<file path="config.mk">
export PLATFORM = sky130hd
export DESIGN_NAME = q_arith_unit
export DESIGN_NICKNAME = d
export VERILOG_FILES = /design/src/rtl/q_arith_pkg.sv /design/src/rtl/q_div_seq.sv /design/src/rtl/q_arith_unit.sv
export SDC_FILE = /design/constraint.sdc
export NUM_CORES = 1
export LEC_CHECK = 0
export CAP_MARGIN = 20
export CORE_AREA = 3 3 198 200
export DETAILED_ROUTE_END_ITERATION = 12
export DIE_AREA = 0 0 201 203
export GPL_TIMING_DRIVEN = 0
export SLEW_MARGIN = 20
export SYNTH_ARGS = -nofsm -noshare
export SYNTH_HDL_FRONTEND = slang
export SYNTH_SLANG_ARGS = --single-unit
</file>
<file path="constraint.sdc">
create_clock -name clk -period 6.3 [get_ports clk]
set_input_delay 1.89 -clock clk [delete_from_list [all_inputs] [get_ports clk]]
set_output_delay 1.89 -clock clk [all_outputs]
set_load 0.02 [all_outputs]
</file>
<file path="src/rtl/q_arith_pkg.sv">
// Shared opcodes, FSM state encoding and sign-magnitude helpers for q_arith_unit.
package q_arith_pkg;

  localparam logic [1:0] OP_ADD  = 2'b00;
  localparam logic [1:0] OP_MUL  = 2'b01;
  localparam logic [1:0] OP_DIV  = 2'b10;
  localparam logic [1:0] OP_RSVD = 2'b11;

  typedef enum logic [1:0] {
    IDLE = 2'b00,
    ADD  = 2'b01,
    DIV  = 2'b10,
    DONE = 2'b11
  } state_t;

  // A zero magnitude is always reported as +0.
  function automatic logic norm_sign(input logic sign, input logic mag_zero);
    return sign & ~mag_zero;
  endfunction

endpackage

</file>
<file path="src/rtl/q_div_seq.sv">
// Bit-serial restoring divider: floor((dividend << Q) / divisor), one quotient bit per clock.
// The load edge performs the first iteration, so the quotient is ready N-1+Q edges after load.
module q_div_seq
  import q_arith_pkg::*;
#(
  parameter int unsigned N = 32,
  parameter int unsigned Q = 15
) (
  input  logic                 clk,
  input  logic                 reset,
  input  logic                 load,
  input  logic [N-2:0]         dividend,
  input  logic [N-2:0]         divisor,
  output logic [N-2+Q:0]       quotient,
  output logic                 complete
);

  localparam int unsigned MW = N - 1;
  localparam int unsigned QW = N - 1 + Q;
  localparam int unsigned CW = $clog2(QW + 1);

  logic [QW-1:0] dq_q;
  logic [MW-1:0] rem_q;
  logic [MW-1:0] dvs_q;
  logic [CW-1:0] cnt_q;
  logic          run_q;

  logic [QW-1:0] src_dq;
  logic [MW-1:0] src_rem;
  logic [MW-1:0] src_dvs;
  logic [MW:0]   rem_sh;
  logic [MW:0]   rem_sub;
  logic          fits;

  // On load the iteration works directly on the incoming operands.
  always_comb begin
    src_dq  = load ? {dividend, {Q{1'b0}}} : dq_q;
    src_rem = load ? '0 : rem_q;
    src_dvs = load ? divisor : dvs_q;
    rem_sh  = {src_rem, src_dq[QW-1]};
    rem_sub = rem_sh - {1'b0, src_dvs};
    fits    = (rem_sh >= {1'b0, src_dvs});
  end

  always_ff @(posedge clk) begin
    if (reset) begin
      dq_q     <= '0;
      rem_q    <= '0;
      dvs_q    <= '0;
      cnt_q    <= '0;
      run_q    <= 1'b0;
      complete <= 1'b0;
    end else begin
      complete <= 1'b0;
      if (load || run_q) begin
        rem_q <= fits ? rem_sub[MW-1:0] : rem_sh[MW-1:0];
        dq_q  <= {src_dq[QW-2:0], fits};
      end
      if (load) begin
        dvs_q <= divisor;
        cnt_q <= CW'(QW - 1);
        run_q <= 1'b1;
      end else if (run_q) begin
        cnt_q <= cnt_q - CW'(1);
        if (cnt_q == CW'(1)) begin
          run_q    <= 1'b0;
          complete <= 1'b1;
        end
      end
    end
  end

  assign quotient = dq_q;

endmodule

</file>
<file path="src/rtl/q_arith_unit.sv">
// Sign-magnitude Q-format add/divide unit with start/done handshake.
// Define Q_ARITH_SAT_EN to saturate overflowing results instead of wrapping.
module q_arith_unit
  import q_arith_pkg::*;
#(
  parameter int unsigned N = 32,
  parameter int unsigned Q = 15
) (
  input  logic         clk,
  input  logic         reset,
  input  logic         start,
  input  logic [1:0]   opcode,
  input  logic [N-1:0] a,
  input  logic [N-1:0] b,
  output logic [N-1:0] c,
  output logic         done_flag,
  output logic         busy,
  output logic         overflow
);

  localparam int unsigned MW = N - 1;
  localparam int unsigned QW = N - 1 + Q;

  state_t        state_q, state_d;
  logic [N-1:0]  c_q, c_d;
  logic          ovf_q, ovf_d;
  logic          done_q, done_d;
  logic          busy_q, busy_d;
  logic          dsign_q, dsign_d;
  logic          div_load_c;

  logic [MW-1:0] ma, mb;
  logic [MW:0]   mag_sum;
  logic [MW-1:0] add_raw, add_mag;
  logic          add_sign, add_carry;
  logic [N-1:0]  add_res;

  logic [QW-1:0] quot;
  logic          div_complete;
  logic          div_ovf;
  logic [MW-1:0] div_mag;
  logic [N-1:0]  div_res;

  assign ma      = a[MW-1:0];
  assign mb      = b[MW-1:0];
  assign mag_sum = {1'b0, ma} + {1'b0, mb};

  // Magnitude adder: add on equal signs, otherwise larger minus smaller.
  always_comb begin
    add_sign  = a[N-1];
    add_raw   = mag_sum[MW-1:0];
    add_carry = 1'b0;
    if (a[N-1] == b[N-1]) begin
      add_carry = mag_sum[MW];
    end else if (ma >= mb) begin
      add_raw = ma - mb;
    end else begin
      add_raw  = mb - ma;
      add_sign = b[N-1];
    end
  end

  assign div_ovf = (quot[QW-1:MW] != '0);

`ifdef Q_ARITH_SAT_EN
  assign add_mag = add_carry ? '1 : add_raw;
  assign div_mag = div_ovf ? '1 : quot[MW-1:0];
`else
  assign add_mag = add_raw;
  assign div_mag = quot[MW-1:0];
`endif

  assign add_res = {norm_sign(add_sign, add_mag == '0), add_mag};
  assign div_res = {norm_sign(dsign_q, div_mag == '0), div_mag};

  q_div_seq #(.N(N), .Q(Q)) u_div (
    .clk      (clk),
    .reset    (reset),
    .load     (div_load_c),
    .dividend (ma),
    .divisor  (mb),
    .quotient (quot),
    .complete (div_complete)
  );

  // Next-state and registered-output values; ADD and DONE are the done_flag cycles.
  always_comb begin
    state_d    = state_q;
    c_d        = c_q;
    ovf_d      = ovf_q;
    done_d     = 1'b0;
    busy_d     = busy_q;
    dsign_d    = dsign_q;
    div_load_c = 1'b0;
    case (state_q)
      IDLE, ADD, DONE: begin
        state_d = IDLE;
        busy_d  = 1'b0;
        if (start) begin
          done_d = 1'b1;
          case (opcode)
            OP_ADD: begin
              state_d = ADD;
              c_d     = add_res;
              ovf_d   = add_carry;
            end
            OP_DIV: begin
              if (mb == '0) begin
                state_d = DONE;
                c_d     = {a[N-1], {MW{1'b1}}};
                ovf_d   = 1'b1;
              end else begin
                state_d    = DIV;
                done_d     = 1'b0;
                busy_d     = 1'b1;
                dsign_d    = a[N-1] ^ b[N-1];
                div_load_c = 1'b1;
              end
            end
            default: begin
              state_d = DONE;
              c_d     = '0;
              ovf_d   = 1'b0;
            end
          endcase
        end
      end
      DIV: begin
        if (div_complete) begin
          state_d = DONE;
          busy_d  = 1'b0;
          done_d  = 1'b1;
          c_d     = div_res;
          ovf_d   = div_ovf;
        end
      end
      default: state_d = IDLE;
    endcase
  end

  always_ff @(posedge clk) begin
    if (reset) begin
      state_q <= IDLE;
      c_q     <= '0;
      ovf_q   <= 1'b0;
      done_q  <= 1'b0;
      busy_q  <= 1'b0;
      dsign_q <= 1'b0;
    end else begin
      state_q <= state_d;
      c_q     <= c_d;
      ovf_q   <= ovf_d;
      done_q  <= done_d;
      busy_q  <= busy_d;
      dsign_q <= dsign_d;
    end
  end

  assign c         = c_q;
  assign overflow  = ovf_q;
  assign done_flag = done_q;
  assign busy      = busy_q;

endmodule

</file>
==> impl_metrics.tcl <==
set metrics [dict create \
    final_core_util_pct 42.7 \
    hold_class "reg -> reg" \
    grt.overflow.total 0 \
    die_h_um 203 \
    async_reset_ff_share_pct 0 \
    fin_crit_ns 6.33 \
    synth.area.top_cells "dfxtp_1 (23%), ha_1 (13%), nor2_1 (7.2%), a21oi_1 (6.9%), a211oi_1 (5.1%)" \
    yosysTopAreaCellShare_pct 23.4 \
    outcome "complete, but fails checks" \
    fill_cells 3923 \
    hold_buffers 0 \
    dpl-instance-area_um2 14800 \
    worstPathArrival_ns 6.64 \
    area_delta_synth_final_pct 22.1 \
    cts.path.max_buffers 2 \
    startpoint_type "primary input" \
    slowest_stage "o221ai_2" \
    ant_nets 0 \
    grt_pass1_vias 13300 \
    drt_first_pass_iters 5 \
    cts_max_level 4 \
    fin_ws_ns -0.0310 \
    die-area_um2 40800 \
    dp_cells 2392 \
    drive_gt1_share_pct 9.49 \
    ff2ff_path_depth 23 \
    path_class "in -> reg" \
    yosys.cell_count.top_type "nor2_1" \
    avgSynthCellArea_um2 7.40 \
    tightest_slew_ns 1.07 \
    synth-main-ff-cell "dfxtp_1" \
    rows 71 \
    io_buffer_count 103 \
    fin_skew_ns 0.0192 \
    cp-end-kind "flop" \
    cp.required_ns 6.61 \
    power_density_nw_per_um2 249 \
    clk_pin_slew_worst_paths_ns 0.07 \
    grt_usage_pct 25.3 \
    crit_end "u_div.rem_q[15]" \
    clock_sinks 154 \
    yosysSeqAreaShare_pct 23.4 \
    synth.distinct_cells 75 \
    tritoncts "done" \
    vdd.ir_drop.worst_mv 0.187 \
    synth_cells 1778 \
    synthTopCellsByCount "nor2_1 (253), a21oi_1 (182), dfxtp_1 (154)" \
    cp_cell_sequence "clkbuf_4, nor4_4, nand4_1, o21ai_2, nand2b_4, clkbuf_8, o21ai_1, ha_2, inv_1, fa_2, a21o_1, a21oi_2, o21ai_2, nand4_1, o221ai_2, nand4_1, a31oi_2, nor3_2, o31ai_4, buf_6, clkbuf_16, buf_4, mux2i_1, a211oi_1" \
    critPathLaunch "b[9]" \
    synth-edff-count 0 \
    reg2reg_to "u_div.rem_q[15]" \
    coreArea_um2 37600 \
    drv_cap 0 \
    hold_viol 0 \
    cp_common_cell "nand4_1" \
    drt_iter0_markers 1273 \
    ys_seq_elements 154 \
    synth_area_leader_cell "dfxtp_1" \
    clkLatencyLatePin_ns 0.46 \
    setup_viol 4 \
    period_share_pct 100 \
    wl_per_cell_um 22.0 \
    regToRegStartpoint "state_q[0]" \
    cts_root_buf "clkbuf_16" \
    antennaDiodeCount 0 \
    vias 14000 \
    nNetsFinal 2131 \
    clock.fmax_mhz 158 \
    slew_headroom_pct 28.5 \
    gp_congestion 0.964 \
    syn_nets 1984 \
    grt_max_degree 17 \
    initial_core_util_pct 35.0 \
    pin_count 104 \
    drc 0 \
    critPathMaxStageDelay_ns 0.37 \
    violations "negative setup slack" \
    r2r_slack_ns 1.70 \
    via_per_inst 5.73 \
    detailed_place_hpwl_um 42500 \
    fp.dieW_um 201 \
    fin_area_um2 16100 \
    grt_pass1_wl_um 80100 \
    crit_fanout 10 \
    cts_made_buffers 17 \
    drt-total-wl_um 53800 \
    grt_antenna_before_repair 0 \
    stdcell_count 2449 \
    syn_area_um2 13200 \
    finalMaxSlewViolations 0 \
    p_leak_nw 6.43 \
    ys.warnings.count 0 \
]
## stage by stage
stage               TNS [ns]  hold slack (ns)  power, mW  setup WS [ns]
floorplan                  0            0.440       2.20         0.0353
global placement     -110.45            0.456       2.74          -3.38
detailed placement   -110.17            0.466       2.75          -3.36
CTS                        0            0.476       3.88        0.00521
global route           -1.11            0.511       4.21        -0.0771
finish               -0.0746            0.475       4.01        -0.0310
## sequential cells by signal (all words and copies together), names as in the netlist
register	cells
done_flag	1
u_div.complete	1
c	32
busy	1
u_div.cnt_q	6
dsign_q	1
u_div.rem_q	31
u_div.quotient	46
state_q	2
overflow	1
u_div.run_q	1
u_div.dvs_q	31
## what timing repair did
action	4_1_cts	5_1_grt
endpoints found under the setup margin	36	39
pin swaps	27	27
cloned	0	1
gates resized for setup	145	66
endpoints found under the hold margin	0	0
setup buffers	10	17
## layer usage
metal	part of all wire [%]	track usage [%]	up-vias
met5	0	0	-
met4	4.8	11.2	0
met3	6.2	3.74	116
met2	45	41.0	541
met1	44	33.5	6708
li1	-	-	6677
## power breakdown
part           switching (mW)  internal (mW)  leakage [nW]  total [mW]
clock network           0.471          0.551         0.262        1.02
registers              0.0456           1.04          1.26        1.09
logic                    1.14          0.757          4.91        1.90
total                    1.66           2.35          6.43        4.01
## worst max-delay path: cells and delay by family
kind,cells,cell delay (ns)
multiplexers,1,0.18
adder cells (fa/ha/maj),2,0.41
AND/OR/NAND/NOR,6,1.43
AO/OA/AOI/OAI,9,1.85
buffers and inverters,6,0.86
## cell usage in the layout (no fill, tap or decap), types with 17 or more instances in the layout
cell type	instances
nor4_1	18
a21oi_1	169
inv_1	120
o21ai_0	98
clkbuf_1	72
o21bai_1	19
o211ai_1	20
and2_1	38
nand3_1	22
xnor2_1	39
dfxtp_1	154
buf_4	25
nand2_1	77
clkbuf_16	20
a211oi_1	88
a31oi_1	17
a21o_1	18
nand4_1	24
buf_2	22
clkdlybuf4s50_1	73
mux2i_1	61
o21a_1	17
nor2_1	252
nor3_1	57
ha_1	127
## worst min path at each step
stage | start | endpoint | slack, ns | cells past startpoint
after floorplan | u_div.rem_q[0] | u_div.rem_q[0] | 0.44 | 2
after detailed placement | u_div.rem_q[22] | u_div.rem_q[22] | 0.47 | 2
after CTS | u_div.rem_q[22] | u_div.rem_q[22] | 0.48 | 2
final | u_div.rem_q[2] | u_div.rem_q[2] | 0.48 | 2
after global routing | u_div.dvs_q[7] | u_div.dvs_q[7] | 0.51 | 2
after global placement | u_div.rem_q[2] | u_div.rem_q[2] | 0.46 | 2
## cells by family after synthesis
group / after synthesis / share of synthesized area, %
flops: 154 / 23.4
fa+ha+maj: 137 / 13.3
buf+inv: 231 / 6.85
compound gates: 567 / 27.6
mux: 63 / 4.80
xor+xnor: 55 / 3.66
simple gates: 571 / 20.4
## final cells by class
class | instances | area, um^2 | share of cell area [%]
Buffer | 108 | 592 | 3.68
Clock buffer | 18 | 429 | 2.67
Clock inverter | 14 | 136 | 0.849
Inverter | 120 | 450 | 2.80
Multi-Input combinational cell | 1393 | 9540 | 59.4
Sequential cell | 154 | 3080 | 19.2
Tap cell | 511 | 639 | 3.98
Timing Repair Buffer | 131 | 1190 | 7.44
(Power assumes the default switching activity.)
==> RTL change, RTL diff (config.mk and constraints unchanged) <==
The option `Q_ARITH_SAT_EN` is turned on by a define.
--- a/src/rtl/q_arith_unit.sv
+++ b/src/rtl/q_arith_unit.sv
@@ -2,2 +2,4 @@
 // Define Q_ARITH_SAT_EN to saturate overflowing results instead of wrapping.
+`define Q_ARITH_SAT_EN
+
 module q_arith_unit
Formal check against the unedited RTL: not equivalent (Yosys sat finds a counterexample within 4 cycles, from zero or initial values and one cycle with reset high).
==> RTL change against the original RTL <==
The flow still finishes with violations (negative setup slack). Routed wire length is 4.5% higher. Design area is 4.8% higher. Sequential cell count stayed put. Power is 4.6% higher. Core utilization is 2.1 points higher. Synthesized area is 5.4% higher. Cell count is 2.0% higher. Global-route usage is 1.1 points higher. Setup slack better by 14 ps. Clock skew is 8.5 ps lower. Die area stayed put. Critical path type unchanged. Highest routed layer unchanged.
==> RTL change: results (changes against the original RTL) <==
{
  "route": {
    "met2_wirelength": {"value": 25800, "unit": "um", "change": "+5.7%"},
    "detail_route.wl_per_cell": {"value": 22.5, "unit": "um", "change": "+2.5%"},
    "vias": {"value": 14700, "change": "+4.9%"},
    "routed_met3_length": {"value": 3970, "unit": "um", "change": "+18%"},
    "detail_route.iter0.violations": {"value": 1333, "change": "+4.7%"}
  },
  "global_routing": {
    "use_met1": {"value": 0.337, "change": "+0.00190"},
    "globalRouteMet2Util": {"value": 0.434, "change": "+0.0245"},
    "grt_pass1_vias": {"value": 14000, "change": "+5.3%"},
    "grt_use_total": {"value": 0.264, "change": "+0.0108"}
  },
  "critical_path": {
    "critical_path.max_stage_delay": {"value": 460, "unit": "ps", "change": "+90 ps"},
    "worst-r2r-setup-slack": {"value": 1540, "unit": "ps", "change": "-160 ps"},
    "reg2regPathDepth": {"value": 21, "change": "-8.7%"},
    "timing.rr.end": "u_div.rem_q[23]$_SDFFE_PP0P_",
    "crit_slowest_cell": "sky130_fd_sc_hd__or3b_2",
    "timing.critical_path.arrival": {"value": 6670, "unit": "ps", "change": "+30 ps"}
  },
  "clock_tree": {
    "post_cts_resize_count": {"value": 151, "change": "+4.1%"}
  },
  "outcome": {
    "run_status": "finished, violations left",
    "violations_in_the_final_reports": "negative setup slack"
  },
  "worst_hold_path": {
    "worstHoldStart": "u_div.rem_q[0]$_SDFFE_PP0P_",
    "min_delay_worst_endpoint": "u_div.rem_q[0]$_SDFFE_PP0P_"
  },
  "cells_and_area": {
    "final_net_count": {"value": 2180, "change": "+2.3%"},
    "fillers": {"value": 3831, "change": "-2.3%"},
    "stdcell_area": {"value": 16800, "unit": "sq um", "change": "+4.8%"}
  },
  "pwr": {
    "power_switching_share": {"value": 0.403, "change": "-0.0113"}
  },
  "synth": {
    "synth_fa_ha_area_frac": {"value": 0.123, "change": "-0.00948"},
    "synth_compound_area_frac": {"value": 0.273, "change": "-0.00318"},
    "ys_types": {"value": 85, "change": "+13%"},
    "synth-seq-area-share": {"value": 0.222, "change": "-0.0120"},
    "syn_avg_cell_area": {"value": 7.60, "unit": "sq um", "change": "+2.7%"}
  },
  "timing": {
    "layout_setup_ws": {"value": -17.3, "unit": "ps", "change": "+13.7 ps"},
    "final.hold.worst_slack": {"value": 477, "unit": "ps", "change": "+1.68 ps"},
    "finish_stage_setup_viols": {"value": 1, "change": "-3"}
  },
  "placement": {
    "detailedPlacementHpwl": {"value": 44200, "unit": "um", "change": "+4.1%"},
    "routabilityCongestion": {"value": 0.981, "change": "+1.7%"},
    "placed_area": {"value": 15500, "unit": "sq um", "change": "+4.7%"}
  }
}
[RTL change: cell types whose count changed after synthesis, sizes merged, moves of 21 or more]
| cell | before | now |
|---|---|---|
| mux2i | 62 | 87 |
| a21oi | 182 | 131 |
| nor3 | 59 | 89 |
| a21o | 18 | 44 |
| o21ai | 108 | 63 |
| inv | 120 | 96 |
| a211oi | 91 | 70 |
| nor2 | 253 | 276 |
[RTL change: area by class of cell]
type                    count  area share
clock inverters             8     0.00572
well taps                 511      0.0380
flip-flops and latches    154       0.183
inverters                  98      0.0221
clock buffers              22      0.0276
multi-input cells        1462       0.615
repair buffers            135      0.0713
plain buffers             109      0.0377
[RTL change: power groups by stage]
stage | Combinational, mW | Clock, mW | Sequential [mW]
floorplan | 1.15 | 0 | 1.12
global placement | 1.73 | 0 | 1.11
detailed placement | 1.74 | 0 | 1.11
CTS | 1.87 | 1.02 | 1.09
global route | 2.22 | 1.06 | 1.10
finish | 2.09 | 1.01 | 1.10
